File: src/rtl/bcd5_to_bin16.sv
// Sequential BCD-to-binary converter (reverse double-dabble), one shift-and-correct
// iteration per clock, with saturating overflow and invalid-digit detection.
module bcd5_to_bin16 #(
  parameter int N_DIG = 5,
  parameter int OUT_W = 16,
  parameter int ITER  = 17
) (
  input  logic               clk,
  input  logic               rst,
  input  logic               start,
  input  logic [4*N_DIG-1:0] digits,
  output logic               busy,
  output logic               done,
  output logic [OUT_W-1:0]   bin,
  output logic               overflow,
  output logic               invalid,
  output logic               dbg_state
);

  // Handshake: start is sampled only while idle (busy=0); done is a one-cycle
  // pulse and bin/overflow/invalid are valid from that cycle until the next done.

  localparam int BCD_W = 4 * N_DIG;
  localparam int SR_W  = BCD_W + ITER;
  localparam int CNT_W = $clog2(ITER);

  typedef enum logic {
    IDLE = 1'b0,
    CONV = 1'b1
  } state_t;

  state_t           state;
  logic [CNT_W-1:0] cnt;
  logic [SR_W-1:0]  sr;
  logic [SR_W-1:0]  sr_shift;
  logic [SR_W-1:0]  sr_next;
  logic [3:0]       nib;
  logic             digit_bad;
  logic             last_iter;

  always_comb begin
    digit_bad = 1'b0;
    for (int k = 0; k < N_DIG; k++) begin
      if (digits[4*k +: 4] > 4'd9) digit_bad = 1'b1;
    end
  end

  // After the right shift, any BCD nibble >= 8 has absorbed a decimal carry
  // worth 5 in the lower digit; subtracting 3 restores a valid BCD digit.
  always_comb begin
    sr_shift = sr >> 1;
    sr_next  = sr_shift;
    nib      = '0;
    for (int k = 0; k < N_DIG; k++) begin
      nib = sr_shift[ITER + 4*k +: 4];
      if (nib >= 4'd8) sr_next[ITER + 4*k +: 4] = nib - 4'd3;
    end
  end

  assign last_iter = (cnt == CNT_W'(ITER - 1));
  assign dbg_state = (state == CONV);

  always_ff @(posedge clk or posedge rst) begin
    if (rst) begin
      state    <= IDLE;
      cnt      <= '0;
      sr       <= '0;
      busy     <= 1'b0;
      done     <= 1'b0;
      bin      <= '0;
      overflow <= 1'b0;
      invalid  <= 1'b0;
    end else begin
      done <= 1'b0;
      case (state)
        IDLE: begin
          if (start) begin
            sr <= {digits, {ITER{1'b0}}};
            if (digit_bad) begin
              done     <= 1'b1;
              invalid  <= 1'b1;
              bin      <= '0;
              overflow <= 1'b0;
            end else begin
              cnt   <= '0;
              busy  <= 1'b1;
              state <= CONV;
            end
          end
        end
        CONV: begin
          sr  <= sr_next;
          cnt <= cnt + 1'b1;
          if (last_iter) begin
            state   <= IDLE;
            busy    <= 1'b0;
            done    <= 1'b1;
            invalid <= 1'b0;
            // The binary value now sits in the low ITER bits; anything above
            // OUT_W means the decimal input does not fit the output word.
            if (|sr_next[ITER-1:OUT_W]) begin
              bin      <= '1;
              overflow <= 1'b1;
            end else begin
              bin      <= sr_next[OUT_W-1:0];
              overflow <= 1'b0;
            end
          end
        end
        default: state <= IDLE;
      endcase
    end
  end

endmodule

File: config.mk
export PLATFORM = sky130hd
export DESIGN_NAME = bcd5_to_bin16
export DESIGN_NICKNAME = d
export VERILOG_FILES = /design/src/rtl/bcd5_to_bin16.sv
export SDC_FILE = /design/constraint.sdc
export NUM_CORES = 1
export LEC_CHECK = 0
export CORE_MARGIN = 4
export CORE_UTILIZATION = 35
export DETAILED_ROUTE_END_ITERATION = 12
export GPL_ROUTABILITY_DRIVEN = 1
export GPL_TIMING_DRIVEN = 0
export PLACE_DENSITY = 0.54
export SETUP_SLACK_MARGIN = 0.1
export SLEW_MARGIN = 25
export SYNTH_ARGS = -nofsm -noshare
export SYNTH_HDL_FRONTEND = slang
export SYNTH_SLANG_ARGS = --single-unit
File: constraint.sdc
create_clock -name clk -period 3.4 [get_ports clk]
set_clock_uncertainty 0.05 [all_clocks]
set_input_delay 0.51 -clock clk [delete_from_list [all_inputs] [get_ports clk]]
set_output_delay 0.51 -clock clk [all_outputs]
set_load 0.03 [all_outputs]
Yosys cells after proc, flatten, opt, wreduce, memory -nomap -nowiden

Index checks and enable logic that the tools add are counted.

Flip-flop bits (word level): 63
Input bits: 23
Output and inout bits: 21
Logic and storage cells: 73

Add/subtract/negate cells: 6
Order comparisons: 10
Equal/unequal tests: 5
Muxes and demuxes: 40
Bitwise gates (word level): 1
Reductions and logical operators: 3

Operators by type and width:

| operator                                                                            | count |
|---|---|
| 37-bit one-hot mux with 2 select lines                                              | 1 |
| 16-bit two-way mux                                                                  | 4 |
| 37-bit two-way mux                                                                  | 1 |
| 16-bit one-hot mux with 2 select lines                                              | 1 |
| 4-bit greater-than comparator, second input constant                                | 5 |
| 1-bit two-way mux                                                                   | 20 |
| 4-bit two-way mux                                                                   | 5 |
| 4-bit greater-or-equal comparator, second input constant                            | 4 |
| 4-bit by 2-bit subtractor with 4-bit output, second input constant                  | 4 |
| 5-bit two-way mux                                                                   | 2 |
| 1-bit one-hot mux with 2 select lines                                               | 5 |
| 5-bit one-hot mux with 2 select lines                                               | 1 |
| 2-bit != test, second input constant                                                | 3 |
| 3-bit AND reduction                                                                 | 2 |
| 5-bit by 1-bit adder with 5-bit output, second input constant                       | 1 |
| 5-bit equality test, second input constant                                          | 1 |
| 3-bit by 4-bit greater-or-equal comparator with 1-bit output, second input constant | 1 |
| 3-bit by 2-bit subtractor with 4-bit output, second input constant                  | 1 |
| 2-bit by 1-bit != test with 1-bit output, second input constant                     | 1 |
| 2-bit AND reduction                                                                 | 1 |
| 1-bit inverter                                                                      | 1 |

Logic depth before layout (Yosys ltp)

Word-level depth: 9
Depth in mapped cells: 7
Gate-level depth less buffers: 6

Least setup slack after synthesis

No wires, ideal clock.

Kind: flip-flop to flip-flop
Start: register state (netlist: dbg_state)
End: register bin[10]
Setup time: 0.126 ns
Data arrival time: 1.297 ns
Required time: 3.224 ns
Setup slack: 1.928 ns
Stages on the path, launching flop included: 7
Buffers on the path: 2
Clock period less this slack: 1.472 ns
Path through: dfrtp_1 > buf_6 > nand2b_1 > o21ai_1 > o21a_4 > buf_6 > o21ai_2

Cells in the longest elaborated chain, start to end: 3
Elaborated cells between the ends (all ways): 6
Classes of those cells: 3 x eq/ne; 1 x mux; 1 x bitwise; 1 x reduce/logical

Ends and longest elaborated chain:

| what                                 | line | source |
|---|---|---|
| start: declaration                   | 32   | `state_t state;` |
| start signal: assignment             | 65   | `state <= IDLE;` |
| start signal: assignment             | 87   | `state <= CONV;` |
| start signal: assignment             | 95   | `state <= IDLE;` |
| 1-bit inverter                       | -    |  |
| 2-bit != test (no source line)       | -    |  |
| 3-bit AND reduction (no source line) | -    |  |
| end signal: assignment               | 105  | `bin <= sr_next[OUT_W-1:0];` |
| end: declaration                     | 14   | `output logic [OUT_W-1:0] bin,` |

Parallel ways exist; a longest one is shown, timed or not.
A chain may end at the register's enable or synchronous reset.

Worst setup path in the final report

Start: register state (netlist: dbg_state)
End: output dbg_state

RTL lines:

| what             | line | source |
|---|---|---|
| end: declaration | 17   | `output logic dbg_state` |

No word-level cell between the ends.

==> impl_metrics.json <==
{
  "ys_seq_elements": 62,
  "cts_made_buffers": 9,
  "grt_overflow_total": 0,
  "clk_pin_slew_ps": 70,
  "antenna_cells": 0,
  "port_buffers": 42,
  "hp-class": "primary input to async pin",
  "worst-setup-path-type": "flop to output pin",
  "htree_num_levels": 3,
  "post-cts-setup-buffers": 0,
  "mostFrequentLayoutCell": "dfrtp_1",
  "path_max_fanout": 3,
  "clkPwrFrac_pct": 19.1,
  "postRouteAntennaNets": 0,
  "fin_crit_sh_pct": 60.6,
  "crit_slowest_cell": "clkdlybuf4s50_1",
  "via_per_inst": 4.81,
  "drv_slew": 0,
  "wl_per_cell_microns": 14.0,
  "worstReg2RegStart": "cnt[0]$_DFFE_PP0P_",
  "setup_viol": 0,
  "leakage_nw": 1.71,
  "stdcell_area_sq_um": 3870,
  "critPathLaunch": "dbg_state$_DFF_PP0_",
  "outcome": "completed",
  "synth_nets": 350,
  "grt_pass1_wl_microns": 11900,
  "seq_area_frac_synth_pct": 50.2,
  "dp.cells": 468,
  "cts-root-buf": "clkbuf_8",
  "antenna_found_initial": 0,
  "die_height_microns": 102,
  "clock-sinks": 62,
  "cp.required_ps": 2840,
  "crit_family": "buffers and inverters",
  "p_switching_w": 0.00131,
  "critical_path.cell_chain": "clkdlybuf4s50_1",
  "cts_resized": 0,
  "min_period_ps": 2060,
  "critPathArrivalTime_ps": 1500,
  "critPathBufInv": 1,
  "drv_cap": 0,
  "synth_warnings": 0,
  "p_int_w": 0.00200,
  "startpoint_type": "flop",
  "area_growth_pct": 25.0,
  "final_cell_mix": "dfrtp_1 (62), o21ai_0 (50), clkdlybuf4s50_1 (42)",
  "place_congestion": 0.717,
  "finalHoldViolCount": 0,
  "drive_gt1_share_pct": 11.2,
  "pwr-share-seq_pct": 38.6,
  "placed_area_sq_um": 3680,
  "vias": 2324,
  "synth_cell_types": 30,
  "synth.avg_cell_area_sq_um": 9.76,
  "top_layer": "met4",
  "cts_tree": "built",
  "filler_cell_count": 893,
  "slew_headroom_pct": 66.7,
  "syn_inst": 317,
  "wirelength_microns": 6770,
  "clock_path_buffers": 2,
  "peakVddDrop_v": 0.000291,
  "syn-cell-area_sq_um": 3090,
  "rows": 34,
  "wl_met3_microns": 380,
  "initial_core_util_pct": 35.6,
  "dieArea_sq_um": 10400,
  "grtUsageTotal_pct": 14.5,
  "pin_count": 44,
  "final_nets": 404,
  "fin_hold_ws_ps": 390,
  "fmax_mhz": 486,
  "worst_pin_slew_ps": 500,
  "grt_pass1_vias": 2431,
  "drt_iter0_markers": 59,
  "drc": 0,
  "hpwl_microns": 4770,
  "dieWidth_microns": 102,
  "power_density_nw_per_um2": 857,
  "combPwrFrac_pct": 42.3,
  "p_sw_share_pct": 39.7,
  "core_sq_um": 8680,
  "dr.pass1.iters": 4,
  "wl_met2_microns": 3120,
  "fin_tns_setup_ps": 0,
  "wl_met1_microns": 3210,
  "grt_max_degree": 48,
  "hold_buffers": 0,
  "cp_slowest_stage_delay_ps": 710,
  "layout.cells.non_filler": 483,
  "rsz0062_at_grt": "no",
  "end_kind": "output pin",
  "insertion_delay_ps": 340
}
worst paths after layout:
| path | endpoint | slack (ps) | cells after the start |
|---|---|---|---|
| max in group asynchronous | sr[29]$_DFFE_PP0P_ | 2400 | 3 |
| min in group clk | sr[34]$_DFFE_PP0P_ | 430 | 2 |
| min | bin[9]$_DFFE_PP0P_ | 390 | 2 |
| max | dbg_state | 1340 | 1 |
| min reg2reg | sr[34]$_DFFE_PP0P_ | 430 | 2 |
| max reg2reg | bin[9]$_DFFE_PP0P_ | 1780 | 7 |
power by group through the flow:
stage	combinational, W	clock [W]	sequential [W]
2_1_floorplan	0.000837	0	0.00142
3_3_place_gp	0.00139	0	0.00129
3_5_place_dp	0.00142	0	0.00129
4_1_cts	0.00143	0.000656	0.00128
5_1_grt	0.00160	0.000683	0.00133
6_report	0.00140	0.000632	0.00128
sequential cells by signal (all words and copies together), names as in the netlist:
register / count
sr: 36
cnt: 5
invalid: 1
bin: 16
done: 1
overflow: 1
busy: 1
dbg_state: 1
cell usage after synthesis (all sizes together):
cell     n  area, sq um
mux2     1         11.3
and4     1         8.76
xor2     6         52.6
o22ai    2         12.5
nor2b    1         6.26
nand2   34          128
a22o     2         17.5
a21o     1         7.51
a211oi   4         30.0
mux2i   18          180
clkbuf   6         22.5
a21oi    9         45.0
o21ai   67          369
buf     12         72.6
nand4b   1         23.8
inv     30          113
nand2b  22          138
a221oi   2         17.5
nand4    3         18.8
o21a     1         15.0
xnor2    5         43.8
dfrtp   62         1550
ha      10          125
a31oi    4         25.0
and2     1         6.26
nor2    12         52.6
metal layers:
layer	up-vias	track usage, %
met2	48	22.8
met4	0	3.03
li1	1157	-
met5	-	0
met1	1112	19.2
met3	7	5.67
per-stage QoR:
| stage | utilization [%] | total power [W] | setup slack [ps] |
|---|---|---|---|
| 6_report | 44.6 | 0.00331 | 1340 |
| 5_1_grt | 44.6 | 0.00361 | 1290 |
| 4_1_cts | 44.6 | 0.00337 | 1310 |
| 3_5_place_dp | 42.4 | 0.00272 | 1320 |
| 3_3_place_gp | 42.0 | 0.00268 | 42.0 |
| 2_1_floorplan | - | 0.00225 | 1300 |
final cells by class:
| type | count | area (sq um) | area share [%] |
|---|---|---|---|
| timing repair buffer | 43 | 448 | 11.6 |
| sequential | 62 | 1550 | 40.1 |
| clock buffer | 10 | 138 | 3.56 |
| tap | 108 | 135 | 3.50 |
| multi-input combinational | 207 | 1330 | 34.5 |
| inverter | 30 | 115 | 2.98 |
| buffer | 18 | 95.1 | 2.46 |
| clock inverter | 5 | 50.0 | 1.29 |
kinds of logic (layout without fill, tap and decap cells):
family                     after synthesis  in the layout  share of synthesized area, %
AOI/OAI and AO/OA                       92             92                          17.4
and+or+nand+nor                         75             75                          12.3
DFF                                     62             62                          50.2
buffers and inverters                   48            106                          6.72
muxes                                   19             19                          6.19
xor gates and xnor gates                11             11                          3.11
adders and majority gates               10             10                          4.05
Power figures use the tool's default switching activity.
